==> src/rtl/product_accumulator_if.sv <==
`default_nettype none
// +----------------------------------------------------------------------+
// | Module   : product_accumulator_if                                    |
// | Purpose  : Product-in / result-out handshake bundle for the          |
// |            product accumulator.                                      |
// | Revision : 1.0  initial release                                      |
// +----------------------------------------------------------------------+
interface product_accumulator_if #(
  parameter int N     = 5,
  parameter int COUNT = 4,
  parameter int ACC_W = 12,
  parameter int CW    = $clog2(COUNT + 1)
);
  logic             in_valid;
  logic             in_ready;
  logic [2*N-1:0]   product;
  logic             flush;
  logic             out_valid;
  logic             out_ready;
  logic [ACC_W-1:0] out_sum;
  logic [CW-1:0]    out_count;
  logic             out_overflow;

  // Producer/consumer side: feeds products, takes results.
  modport master (
    output in_valid, product, flush, out_ready,
    input  in_ready, out_valid, out_sum, out_count, out_overflow
  );

  // Accumulator side.
  modport slave (
    input  in_valid, product, flush, out_ready,
    output in_ready, out_valid, out_sum, out_count, out_overflow
  );
endinterface
`default_nettype wire

==> src/rtl/product_accumulator.sv <==
`default_nettype none
// +----------------------------------------------------------------------+
// | Module   : product_accumulator                                       |
// | Purpose  : Converts sign-magnitude products to two's complement and  |
// |            sums COUNT of them (or fewer on flush) into a saturating  |
// |            accumulator; presents each sum over a valid/ready port.   |
// | Revision : 1.0  initial release                                      |
// +----------------------------------------------------------------------+
module product_accumulator #(
  parameter int N     = 5,
  parameter int COUNT = 4,
  parameter int ACC_W = 12,
  parameter int CW    = $clog2(COUNT + 1)
) (
  input  logic                 clk,
  input  logic                 rst,
  product_accumulator_if.slave bus
);

  typedef enum logic [0:0] {
    ST_ACCUM = 1'b0,
    ST_HOLD  = 1'b1
  } state_t;

  localparam logic [ACC_W-1:0] c_acc_max = {1'b0, {(ACC_W-1){1'b1}}};
  localparam logic [ACC_W-1:0] c_acc_min = {1'b1, {(ACC_W-1){1'b0}}};
  localparam logic [CW-1:0]    c_count   = CW'(COUNT);

  state_t           r_state, w_state_nxt;
  logic [ACC_W-1:0] r_acc, w_acc_nxt;
  logic [CW-1:0]    r_cnt, w_cnt_nxt;
  logic             r_ovf, w_ovf_nxt;
  logic [ACC_W-1:0] r_out_sum, w_out_sum_nxt;
  logic [CW-1:0]    r_out_count, w_out_count_nxt;
  logic             r_out_ovf, w_out_ovf_nxt;

  logic [ACC_W:0]   w_mag;
  logic [ACC_W:0]   w_term;
  logic [ACC_W:0]   w_sum;
  logic             w_sat;
  logic [ACC_W-1:0] w_acc_upd;
  logic [CW-1:0]    w_cnt_inc;
  logic             w_accept;
  logic             w_close;

  // Term conversion and saturating add; one bit of headroom suffices because
  // |term| < 2^(2N-1) <= 2^(ACC_W-1), so an out-of-range sum shows up as a
  // disagreement between the two top bits. Negative zero negates to zero.
  always_comb begin
    w_mag     = {{(ACC_W+2-2*N){1'b0}}, bus.product[2*N-2:0]};
    w_term    = bus.product[2*N-1] ? -w_mag : w_mag;
    w_sum     = {r_acc[ACC_W-1], r_acc} + w_term;
    w_sat     = w_sum[ACC_W] ^ w_sum[ACC_W-1];
    w_acc_upd = w_sat ? (w_sum[ACC_W] ? c_acc_min : c_acc_max) : w_sum[ACC_W-1:0];
    w_cnt_inc = r_cnt + CW'(1);
    w_accept  = bus.in_valid & (r_state == ST_ACCUM);
  end

  // Next-state and datapath decode; a closing cycle folds in any product
  // accepted on that same edge before the result is latched.
  always_comb begin
    w_state_nxt     = r_state;
    w_acc_nxt       = r_acc;
    w_cnt_nxt       = r_cnt;
    w_ovf_nxt       = r_ovf;
    w_out_sum_nxt   = r_out_sum;
    w_out_count_nxt = r_out_count;
    w_out_ovf_nxt   = r_out_ovf;
    w_close         = 1'b0;
    case (r_state)
      ST_ACCUM: begin
        if (w_accept) begin
          w_acc_nxt = w_acc_upd;
          w_cnt_nxt = w_cnt_inc;
          w_ovf_nxt = r_ovf | w_sat;
        end
        w_close = (w_accept && (w_cnt_inc == c_count)) ||
                  (bus.flush && (w_accept || (r_cnt != '0)));
        if (w_close) begin
          w_out_sum_nxt   = w_acc_nxt;
          w_out_count_nxt = w_cnt_nxt;
          w_out_ovf_nxt   = w_ovf_nxt;
          w_state_nxt     = ST_HOLD;
        end
      end
      ST_HOLD: begin
        if (bus.out_ready) begin
          w_acc_nxt   = '0;
          w_cnt_nxt   = '0;
          w_ovf_nxt   = 1'b0;
          w_state_nxt = ST_ACCUM;
        end
      end
      default: w_state_nxt = ST_ACCUM;
    endcase
  end

  // State and datapath registers; reset discards any partial or pending result.
  always_ff @(posedge clk or posedge rst) begin
    if (rst) begin
      r_state     <= ST_ACCUM;
      r_acc       <= '0;
      r_cnt       <= '0;
      r_ovf       <= 1'b0;
      r_out_sum   <= '0;
      r_out_count <= '0;
      r_out_ovf   <= 1'b0;
    end else begin
      r_state     <= w_state_nxt;
      r_acc       <= w_acc_nxt;
      r_cnt       <= w_cnt_nxt;
      r_ovf       <= w_ovf_nxt;
      r_out_sum   <= w_out_sum_nxt;
      r_out_count <= w_out_count_nxt;
      r_out_ovf   <= w_out_ovf_nxt;
    end
  end

  // Handshake flags come straight from the state register.
  assign bus.in_ready     = (r_state == ST_ACCUM);
  assign bus.out_valid    = (r_state == ST_HOLD);
  assign bus.out_sum      = r_out_sum;
  assign bus.out_count    = r_out_count;
  assign bus.out_overflow = r_out_ovf;

endmodule
`default_nettype wire

==> src/flat_wrapper.sv <==
// flat-port wrapper written by rule: the top's interface ports become plain ports
module product_accumulator_flat 
#(
  parameter int N     = 5,
  parameter int COUNT = 4,
  parameter int ACC_W = 12,
  parameter int CW    = $clog2(COUNT + 1)
)
  (clk, rst, bus_in_valid, bus_product, bus_flush, bus_out_ready, bus_in_ready, bus_out_valid, bus_out_sum, bus_out_count, bus_out_overflow);
  product_accumulator_if #(.N(N), .COUNT(COUNT), .ACC_W(ACC_W), .CW(CW)) bus_i ();
  input  logic clk;
  input  logic rst;
  input wire logic [$bits(bus_i.in_valid)-1:0] bus_in_valid;
  input wire logic [$bits(bus_i.product)-1:0] bus_product;
  input wire logic [$bits(bus_i.flush)-1:0] bus_flush;
  input wire logic [$bits(bus_i.out_ready)-1:0] bus_out_ready;
  output wire logic [$bits(bus_i.in_ready)-1:0] bus_in_ready;
  output wire logic [$bits(bus_i.out_valid)-1:0] bus_out_valid;
  output wire logic [$bits(bus_i.out_sum)-1:0] bus_out_sum;
  output wire logic [$bits(bus_i.out_count)-1:0] bus_out_count;
  output wire logic [$bits(bus_i.out_overflow)-1:0] bus_out_overflow;
  assign bus_i.in_valid = bus_in_valid;
  assign bus_i.product = bus_product;
  assign bus_i.flush = bus_flush;
  assign bus_i.out_ready = bus_out_ready;
  assign bus_in_ready = bus_i.in_ready;
  assign bus_out_valid = bus_i.out_valid;
  assign bus_out_sum = bus_i.out_sum;
  assign bus_out_count = bus_i.out_count;
  assign bus_out_overflow = bus_i.out_overflow;
  product_accumulator #(.N(N), .COUNT(COUNT), .ACC_W(ACC_W), .CW(CW)) u_core (.clk(clk), .rst(rst), .bus(bus_i));
endmodule
==> config.mk <==
export PLATFORM = sky130hd
export DESIGN_NAME = product_accumulator_flat
export DESIGN_NICKNAME = d
export VERILOG_FILES = /design/src/rtl/product_accumulator_if.sv /design/src/rtl/product_accumulator.sv /design/src/flat_wrapper.sv
export SDC_FILE = /design/constraint.sdc
export NUM_CORES = 1
export LEC_CHECK = 0
export CAP_MARGIN = 20
export CELL_PAD_IN_SITES_DETAIL_PLACEMENT = 0
export CELL_PAD_IN_SITES_GLOBAL_PLACEMENT = 1
export CORE_ASPECT_RATIO = 2
export CORE_UTILIZATION = 37
export DETAILED_ROUTE_END_ITERATION = 8
export PLACE_DENSITY = 0.82
export SETUP_SLACK_MARGIN = 0.1
export SYNTH_ARGS = -nofsm -noshare
export SYNTH_HDL_FRONTEND = slang
export SYNTH_SLANG_ARGS = --single-unit
==> constraint.sdc <==
create_clock -name clk -period 2.6 [get_ports clk]
set_input_delay 0.39 -clock clk [delete_from_list [all_inputs] [get_ports clk]]
set_output_delay 0.39 -clock clk [all_outputs]
set_load 0.02 [all_outputs]
### Yosys cells after proc, flatten, opt, wreduce, memory -nomap -nowiden

Cells that the tools add are included.
W data, S select, Z words.

* output and inout port bits: 18
* register bits after elaboration: 33
* logic and storage cells: 37
* bits of input ports: 15

* reductions and logical operators: 6
* equal/unequal tests: 2
* add/sub/neg operators: 3
* bitwise gates (word level): 4
* multiplexer cells: 15

Operator list (count)
* $mux W12: 4
* $pmux W12 S2: 1
* $add A13 B13 Y13: 1
* $mux W13: 1
* $neg A9 Y13: 1
* $mux W3: 2
* $pmux W3 S2: 1
* $mux W1: 4
* $pmux W1 S2: 2
* $add A3 B1 Y3 const B: 1
* $eq A3 B3 Y1 const B: 1
* $reduce_bool A3 Y1: 1
* $logic_and A1 B1 Y1: 2
* $logic_or A1 B1 Y1: 2
* $ne A2 B2 Y1 const B: 1
* $reduce_and A2 Y1: 1
* $and A1 B1 Y1: 1
* $not A1 Y1: 1
* $or A1 B1 Y1: 1
* $xor A1 B1 Y1: 1

### Longest topological paths before layout

* depth in word-level cells: 7
* gate-level depth with buffers: 14
* gate-level depth less buffers: 13

### Least setup slack after synthesis

Ideal clock, no wire load.

* path type: input-to-reg
* start point: in bus_product[4]
* end point: reg u_core.r_out_sum[9] (netlist: u_core.bus.out_sum[9])
* slack: -0.937 ns
* arrival time: 3.443 ns
* cell stages on the path: 12
* buffers on the path: 1
* path through: or4_4 > or3_2 > o31a_1 > ha_1 > and3_1 > a21boi_0 > o21ai_0 > a221o_2 > a21oi_2 > buf_6 > o21ai_2 > a211oi_1

* word-level cells in the longest chain between the ends: 6
* elaborated cells on any way between the ends: 7

RTL lines
* start: declaration: RTL line flat_wrapper.sv:14 `input wire logic [$bits(bus_i.product)-1:0] bus_product;`
* $neg A9 Y13: RTL line product_accumulator.sv:51 `w_term = bus.product[2*N-1] ? -w_mag : w_mag;`
* $mux W13 (*): RTL line product_accumulator.sv:51
* $add A13 B13 Y13 (*): RTL line product_accumulator.sv:52 `w_sum = {r_acc[ACC_W-1], r_acc} + w_term;`
* $mux W12 or $xor A1 B1 Y1 (tied branches): RTL line product_accumulator.sv:54, product_accumulator.sv:53
* $mux W12 (*): RTL line product_accumulator.sv:54 `w_acc_upd = w_sat ? (w_sum[ACC_W] ? c_acc_min : c_acc_max) : w_sum[ACC_W-1:0];`
* $mux W12 (*): RTL line product_accumulator.sv:72 `if (w_accept) begin`
* end signal: assignment: RTL line product_accumulator.sv:113 `r_out_sum <= w_out_sum_nxt;`
* end: declaration: RTL line product_accumulator.sv:33 `logic [ACC_W-1:0] r_out_sum, w_out_sum_nxt;`

Every way passes the cells marked *; elsewhere a longest branch is shown, timed or not.
A chain may end at the register's enable or synchronous reset.

### Worst setup path after layout

* start point: in bus_product[3]
* end point: reg u_core.r_out_sum[0] (netlist: u_core.bus.out_sum[0])

The elaborated chain is that of the path after synthesis.

==> impl_metrics.json <==
{
  "wl_mm": 6.478,
  "port_buffers": 32,
  "synth.top_cell.area_share": 0.3450,
  "clockBufferDepth": 2,
  "drtIter0Drc": 120,
  "finalSetupViolations": 26,
  "violations": "setup timing",
  "worst_ir_drop_vdd_mv": 0.5184,
  "cp_common_cell": "a21oi_4",
  "globalRouteOverflowTotal": 0,
  "cp_top_family": "compound AO/OA/AOI/OAI gates",
  "path_max_fanout": 8,
  "synthesis.nets": 319,
  "initial_core_util": 0.3824,
  "routedWlPerCell_um": 14.02,
  "synth_edf_count": 0,
  "place_hpwl_mm": 4.919,
  "cp.required_ps": 2790,
  "io_pins": 33,
  "fin_ws_ps": -664.3,
  "nNetsFinal": 408,
  "p_per_area_nw_per_um2": 1352,
  "dieArea_sq_um": 6814,
  "synth_common_cells": "nand2_1 (40), dfrtp_1 (33), o21ai_0 (31), a21oi_1 (26)",
  "crit_path_cell_trace": "buf_6 -> or4_4 -> or3_4 -> o31a_1 -> ha_4 -> and3_4 -> a21boi_2 -> o21ai_1 -> a221o_2 -> a21oi_4 -> buf_8 -> a21oi_4 -> o211ai_1",
  "holdPathEnd": "u_core.bus.out_count[0]",
  "endpoint_kind": "flop",
  "cts_tree": "done",
  "worstHoldPathCells": 2,
  "async_reset_ff_frac": 1.000,
  "cp.arrival_ps": 3450,
  "max_freq_mhz": 306.3,
  "ant_nets": 0,
  "outcome": "complete, but fails checks",
  "place_congestion": 0.8398,
  "clk_latency_ps": 280,
  "detail_route.vias_per_cell": 5.238,
  "r2r_cells": 11,
  "drv_cap": 0,
  "first_pass_iters": 4,
  "ctsRootBufferMaster": "clkbuf_16",
  "grt_usage": 0.2075,
  "drcViolationCount": 0,
  "p_leak_nw": 1.597,
  "min_period_ps": 3264,
  "synthCells": 286,
  "antenna_found_initial": 0,
  "seq_area_frac_synth": 0.3450,
  "cp-startpoint": "bus_product[3]",
  "tightest_slew_ps": 867.6,
  "worst-setup-path-type": "input port to flop",
  "yosys.cell_types.count": 45,
  "grt_max_degree": 34,
  "skew_ps": 2.023,
  "period_share": 1.255,
  "post-synth-top-count-cell": "nand2_1",
  "via_count": 2420,
  "start_kind": "input port",
  "reg2reg_from": "u_core.r_acc[0]",
  "core_area_sq_um": 6259,
  "numCtsBuffers": 5,
  "path_buf_inv": 2,
  "synthToLayoutAreaGrowth_pct": 50.65,
  "grt_pass1_wl_mm": 10.80,
  "clk_pin_slew_worst_paths_ps": 50,
  "drive_gt1_frac": 0.3085,
  "chipHeight_um": 115.7,
  "hold_path.startpoint": "u_core.bus.out_count[0]",
  "whs_ps": 473.2,
  "ys_ff_latch": 33,
  "htree_levels": 2,
  "r2r_end": "u_core.bus.out_sum[10]",
  "synth-main-ff-cell": "dfrtp_1",
  "hold_viol": 0,
  "synth_top_area_cell": "dfrtp_1",
  "rows": 41,
  "syn_area_sq_um": 2394,
  "pre_cts_ws_ps": -1397,
  "grt_pass1_vias": 2434,
  "relSlewSlack": 0.4216,
  "avgSynthCellArea_sq_um": 8.369,
  "ys_warn_count": 0,
  "rsz0062_at_grt": "yes",
  "r2r_slack_ps": -60,
  "clkSinkCount": 33,
  "drv_slew": 0,
  "hp-class": "flop to flop",
  "slowest_delay_ps": 520,
  "diodes": 0,
  "die_w_um": 58.87,
  "synth_area_leaders": "dfrtp_1 (35%), ha_1 (8.9%), o21ai_0 (6.5%), nand2_1 (6.3%), a21oi_1 (5.4%)",
  "slowest_stage": "or4_4"
}
## how the worst max path moves through the flow
stage	slack (ps)	end	cells past startpoint
2_1_floorplan	-780	u_core.bus.out_sum[9]	12
3_3_place_gp	-1300	u_core.bus.out_sum[9]	13
3_5_place_dp	-1400	u_core.bus.out_sum[0]	14
4_1_cts	-730	u_core.bus.out_sum[0]	14
5_1_grt	-770	u_core.bus.out_sum[0]	14
6_report	-660	u_core.bus.out_sum[0]	13
## metal layers
layer / part of all wire / track usage
met1: 0.38 / 0.2227
met5: 0 / 0
met2: 0.58 / 0.3902
met4: 0.033 / 0.1079
met3: 0.016 / 0.01339
## stage by stage
| step | cells | area, sq um | util | TNS, ps | total power [mW] |
|---|---|---|---|---|---|
| floorplan | 286 | 2427 | - | -18050 | 2.717 |
| global placement | 448 | 3196 | 0.5106 | -32020 | 3.689 |
| detailed placement | 448 | 3196 | 0.5106 | -34130 | 3.763 |
| CTS | 458 | 3491 | 0.5578 | -16910 | 4.632 |
| global route | 462 | 3606 | 0.5762 | -18320 | 5.251 |
| finish | 462 | 3606 | 0.5762 | -15820 | 4.876 |
## state kept, by name, summed over array words and instances (netlist names)
name and count:
u_core.bus.out_count 3, u_core.bus.out_overflow 1, u_core.bus.out_sum 12, u_core.bus.out_valid 1
u_core.r_acc 12, u_core.r_cnt 3, u_core.r_ovf 1
## kinds of logic (layout without fill, tap and decap cells)
family          count (synthesis)  count (layout)  share of synthesized area
compound gates                101             101                     0.2624
xor+xnor                       17              17                    0.06220
fa+ha+maj                      18              18                    0.09723
buf+inv                        30             119                    0.06168
flops                          33              33                     0.3450
mux                             3               3                    0.01307
simple gates                   84              85                     0.1584
## worst register-to-register path, stage by stage, from the launching register on
cell	delay (ps)
dfrtp_1	400
ha_1	180
inv_1	50
fa_2	350
nand2b_4	170
a21oi_4	170
nor2b_2	60
o21ai_1	130
buf_4	140
mux2_2	350
o41ai_4	400
a211oi_2	120
## what timing repair did
action,CTS,global route
setup endpoints to repair,26,26
hold buffers,0,0
gates cloned,0,1
pin swaps,16,19
endpoints found under the hold margin,0,0
setup buffers,2,3
gates resized for setup,43,21
## final cells by class
class | instances | area (sq um)
multi-input cells | 224 | 1685
flip-flops and latches | 33 | 825.8
well taps | 86 | 107.6
clock buffers | 5 | 125.1
fillers | 596 | 2653
repair buffers | 93 | 777.0
clock inverters | 3 | 17.52
inverters | 18 | 67.56
## power by group
group	internal [mW]	switching, mW
combinational	1.60	1.73
clock	0.350	0.219
sequential	0.761	0.224
total	2.71	2.17
## cell usage in the layout, fill, tap and decap left out, types with 3 or more instances in the layout
| cell | instances |
|---|---|
| nor3_1 | 4 |
| a21o_1 | 3 |
| xor2_1 | 4 |
| nand2_1 | 40 |
| dfrtp_1 | 33 |
| a21oi_1 | 17 |
| nand3_4 | 3 |
| clkbuf_16 | 5 |
| o21ai_0 | 20 |
| a21oi_2 | 6 |
| inv_1 | 16 |
| a211oi_2 | 5 |
| nor2_1 | 18 |
| ha_4 | 3 |
| a21oi_4 | 4 |
| clkdlybuf4s50_1 | 26 |
| xnor2_1 | 11 |
| o21ai_1 | 10 |
| nand3_1 | 8 |
| o211ai_1 | 12 |
| ha_1 | 14 |
| buf_4 | 59 |
Note: power is estimated with default switching activity, not from simulation.
